[src/rtl/wti_time_master.sv]
// rtl/wti_time_master.sv - WTI time-service master: 32.32 time-of-day, PPS and WR time streaming
// Optional feature macro: WTI_BUSY_COUNT_EN (saturating busy-suppressed cycle counter).
module wti_time_master #(
    parameter logic [31:0] INCR_RESET = 32'h0000_002B
) (
    input  logic        CLK,
    input  logic        RST_N,
    input  logic        incr_we,
    input  logic [31:0] incr_in,
    input  logic        set_we,
    input  logic [63:0] set_time,
    output logic [63:0] now,
    output logic        pps,
    output logic [2:0]  wti_MCmd,
    output logic [63:0] wti_MData,
    input  logic        wti_SThreadBusy,
    input  logic        wti_SReset_n,
    output logic [15:0] busy_count
);

    localparam logic [1:0] ST_IDLE = 2'd0;
    localparam logic [1:0] ST_SYNC = 2'd1;
    localparam logic [1:0] ST_RUN  = 2'd2;

    localparam logic [2:0] CMD_IDLE = 3'b000;
    localparam logic [2:0] CMD_WR   = 3'b001;

    logic [31:0] incr;
    logic [1:0]  state;
    logic [63:0] nowNext;

    assign nowNext = now + {32'd0, incr};

    always_ff @(posedge CLK or negedge RST_N) begin
        if (!RST_N) begin
            incr <= INCR_RESET;
        end else if (incr_we) begin
            incr <= incr_in;
        end
    end

    // A set_we load replaces the increment for that cycle and never counts as a second tick.
    always_ff @(posedge CLK or negedge RST_N) begin
        if (!RST_N) begin
            now <= 64'd0;
            pps <= 1'b0;
        end else if (set_we) begin
            now <= set_time;
            pps <= 1'b0;
        end else begin
            now <= nowNext;
            pps <= (nowNext[63:32] != now[63:32]);
        end
    end

    always_ff @(posedge CLK or negedge RST_N) begin
        if (!RST_N) begin
            state     <= ST_IDLE;
            wti_MCmd  <= CMD_IDLE;
            wti_MData <= 64'd0;
        end else if (!wti_SReset_n) begin
            state    <= ST_IDLE;
            wti_MCmd <= CMD_IDLE;
        end else begin
            case (state)
                ST_IDLE: begin
                    state    <= ST_SYNC;
                    wti_MCmd <= CMD_IDLE;
                end
                ST_SYNC: begin
                    state    <= ST_RUN;
                    wti_MCmd <= CMD_IDLE;
                end
                ST_RUN: begin
                    if (wti_SThreadBusy) begin
                        wti_MCmd <= CMD_IDLE;
                    end else begin
                        wti_MCmd  <= CMD_WR;
                        wti_MData <= now;
                    end
                end
                default: begin
                    state    <= ST_IDLE;
                    wti_MCmd <= CMD_IDLE;
                end
            endcase
        end
    end

`ifdef WTI_BUSY_COUNT_EN
    // Cleared whenever the link falls back to IDLE so each slave session starts from zero.
    always_ff @(posedge CLK or negedge RST_N) begin
        if (!RST_N) begin
            busy_count <= 16'd0;
        end else if (!wti_SReset_n) begin
            busy_count <= 16'd0;
        end else if ((state == ST_RUN) && wti_SThreadBusy && (busy_count != 16'hFFFF)) begin
            busy_count <= busy_count + 16'd1;
        end
    end
`else
    assign busy_count = 16'd0;
`endif

endmodule

[config.mk]
export PLATFORM = sky130hd
export DESIGN_NAME = wti_time_master
export DESIGN_NICKNAME = d
export VERILOG_FILES = /design/src/rtl/wti_time_master.sv
export SDC_FILE = /design/constraint.sdc
export NUM_CORES = 1
export LEC_CHECK = 0
export CAP_MARGIN = 15
export CORE_ASPECT_RATIO = 1.1
export CORE_UTILIZATION = 45
export CTS_CLUSTER_SIZE = 14
export DETAILED_ROUTE_END_ITERATION = 16
export PLACE_DENSITY = 0.76
export SETUP_SLACK_MARGIN = 0.15
export SYNTH_ARGS = -nofsm -noshare
export SYNTH_HDL_FRONTEND = slang
export SYNTH_SLANG_ARGS = --single-unit
export TNS_END_PERCENT = 30
[constraint.sdc]
create_clock -name CLK -period 4.2 [get_ports CLK]
set_clock_uncertainty 0.2 [all_clocks]
set_input_delay 0.84 -clock CLK [delete_from_list [all_inputs] [get_ports CLK]]
set_output_delay 0.84 -clock CLK [all_outputs]
set_load 0.01 [all_outputs]
==> run metrics <==
status=finished, final reports clean; Synth Warn #=0; die area=19,770 um^2; predominant post-synthesis flop cell=dfrtp_1; largest net degree at the start of global routing=80; Final Setup Violations=0; Area Growth Syn to Fin=35.31%; Fillers=1,485; Seq/Total Area, Yosys=0.4752; Avg Cell Area, Syn=10.80 um^2; final worst slack=0.7501 ns; post-synth cell types=60; Sum Neg Setup Slack=0 ns; fin util=0.6288; DR vias/cell=5.408; fraction of registers with async set/reset=1.000; clock buffer count from CTS=17; cell area power density=655.6 nW/um^2; antenna viol nets, final=0; antenna violations before repair=0; Final Cell Area=11,700 um^2; minimum clock period=3.450 ns; drt pass-1 iters=5; fin. max-slew vios=0; residual DRC count=0; RSZ-0062 raised after global routing=false; Worst-path clk slew=0.06 ns; leakage power=4.829 nW; cell taking the most area after synthesis=dfrtp_1; # IOs=250; fmax=289.9 MHz; number of diodes=0; worst path required time=4.31 ns; Setup CP Type=reg -> reg; first-pass GRT wire length=36,850 um; commonest non-fill, non-tap cells in the layout=clkdlybuf4s50_1 (229), dfrtp_1 (160), mux2_2 (100), nand2_1 (98), o21ai_0 (64); std cell rows=52; die height=147.4 um; Slew Limit Headroom=0.5128; Yosys reg bits=164; final WL=22,890 um; period utilization=0.8214; EDFF count, synth=0; pre-CTS WS=0.7388 ns; post-detailed-route wirelength per cell=17.94 um; DP HPWL=16,440 um; cell area after synthesis=8647 um^2; Max-cap violations=0; cts repair resizes=0; Die W=134.2 um; worst-skew pair later-pin latency=0.43 ns; Non-Filler Instances=1,276; Iteration-0 DRC Markers=521; Tightest Pin Transition=0.7308 ns; # H-tree levels=4; Critical Path Sink Type=flip-flop; Initial Util=0.4647; vias in the first global route=7,064; WP data arrival=3.56 ns; CTS Root Cell=clkbuf_16; crit path max fanout=16; clk sinks=164; Vias=6,900; nets@finish=1,155; placed insts=1,244; top cells by area, synth=dfrtp_1 (46%), mux2_2 (13%), ha_1 (4.6%); gr usage total=0.2379; peak supply drop=0.3233 mV; core area=18,610 um^2; Cell Area, Placed=11,140 um^2; worst min-delay path class=in -> async; cts hold-fix bufs=0; GP Congestion=0.8470; PortBufs=231; CTS tree=done; Clock Path Buffers=2; most common cell after layout, fill and taps aside=clkdlybuf4s50_1; grt ovf=0; Mapped Cells=801; Yosys top cell area share=0.4630; proportion of layout cells with a drive suffix above 1=0.1578; Setup Fix Bufs, Post-CTS=0; CP Launch Type=flip-flop; Final Hold Vio Count=0
through the flow:
| stage | power [mW] | hold WS [ns] |
|---|---|---|
| floorplan | 4.552 | 0.2423 |
| global placement | 6.112 | 0.2618 |
| detailed placement | 6.195 | 0.2946 |
| CTS | 7.715 | 0.2685 |
| global route | 8.161 | 0.2910 |
| finish | 7.670 | 0.2227 |
per-layer routing:
layer,wire length (um),vias up,GRT usage
met5,0,-,0
met4,374,0,0.07360
met3,1634,32,0.05487
met2,10950,275,0.3860
met1,9930,3313,0.3163
li1,-,3280,-
flip-flops by register name, summed over array words and instances, names as in the netlist:
name       count
now           64
wti_MData     64
incr          32
state          2
pps            1
wti_MCmd       1
synthesized netlist by cell type, drive strengths merged, types with 2 or more instances:
library cell,count
nor2b,2
dfrtp,160
o21bai,6
and2,3
a211oi,14
or3,3
mux2,100
clkbuf,29
a41oi,3
a21oi,42
nand2,98
nand4,12
o31ai,3
xor2,17
nor3,5
dfstp,4
inv,15
o21a,5
ha,32
a2111oi,13
and3,7
buf,27
a21boi,4
xnor2,39
o21ai,72
a31oi,4
nand3,13
a21o,14
nor3b,5
o2111ai,2
o21ba,2
nor2,24
a221o,3
o211ai,6
path summary, 6_finish.rpt:
kind,from,to,slack [ns],cells past startpoint
max,now[4],now[53],0.75,10
min,RST_N,wti_MData[30],0.22,1
max reg2reg,now[4],now[53],0.75,10
min reg2reg,state[1],state[0],0.30,1
max in group asynchronous,RST_N,incr[16],2.59,2
min in group CLK,state[1],state[0],0.30,1
final cells by class:
class	instances	area, um^2	share of cell area
Multi-Input combinational cell	583	4277	0.3655
Tap cell	243	304.0	0.02599
Sequential cell	164	4109	0.3512
Timing Repair Buffer	239	2396	0.2048
Clock inverter	15	132.6	0.01134
Inverter	15	56.30	0.004812
Clock buffer	17	425.4	0.03636
power by group:
group	switching, mW	total [mW]	internal [mW]
combinational	1.77	3.67	1.91
clock	0.671	1.49	0.817
sequential	0.403	2.51	2.11
total	2.84	7.67	4.83
kinds of logic (layout without fill, tap and decap cells):
family,count (synthesis),after routing,share of synthesized area
AO/OA/AOI/OAI,199,199,0.1556
XOR/XNOR,56,56,0.05672
adder cells (fa/ha/maj),33,33,0.04862
buffers and inverters,71,286,0.03936
flip-flops,164,164,0.4752
multiplexers,101,101,0.1314
other,1,18,0.0004337
AND/OR/NAND/NOR,176,176,0.09275
worst max-delay path, stage by stage (launching register included):
cell and delay, ns:
dfrtp_1 0.39, ha_1 0.39, o211ai_1 0.14, o211ai_1 0.28, a41oi_1 0.27, o211ai_2 0.37, a21boi_2 0.09, buf_4 0.21
a2111oi_0 0.60, nor3b_1 0.11, a221o_1 0.28
Note: power is estimated with default switching activity, not from simulation.
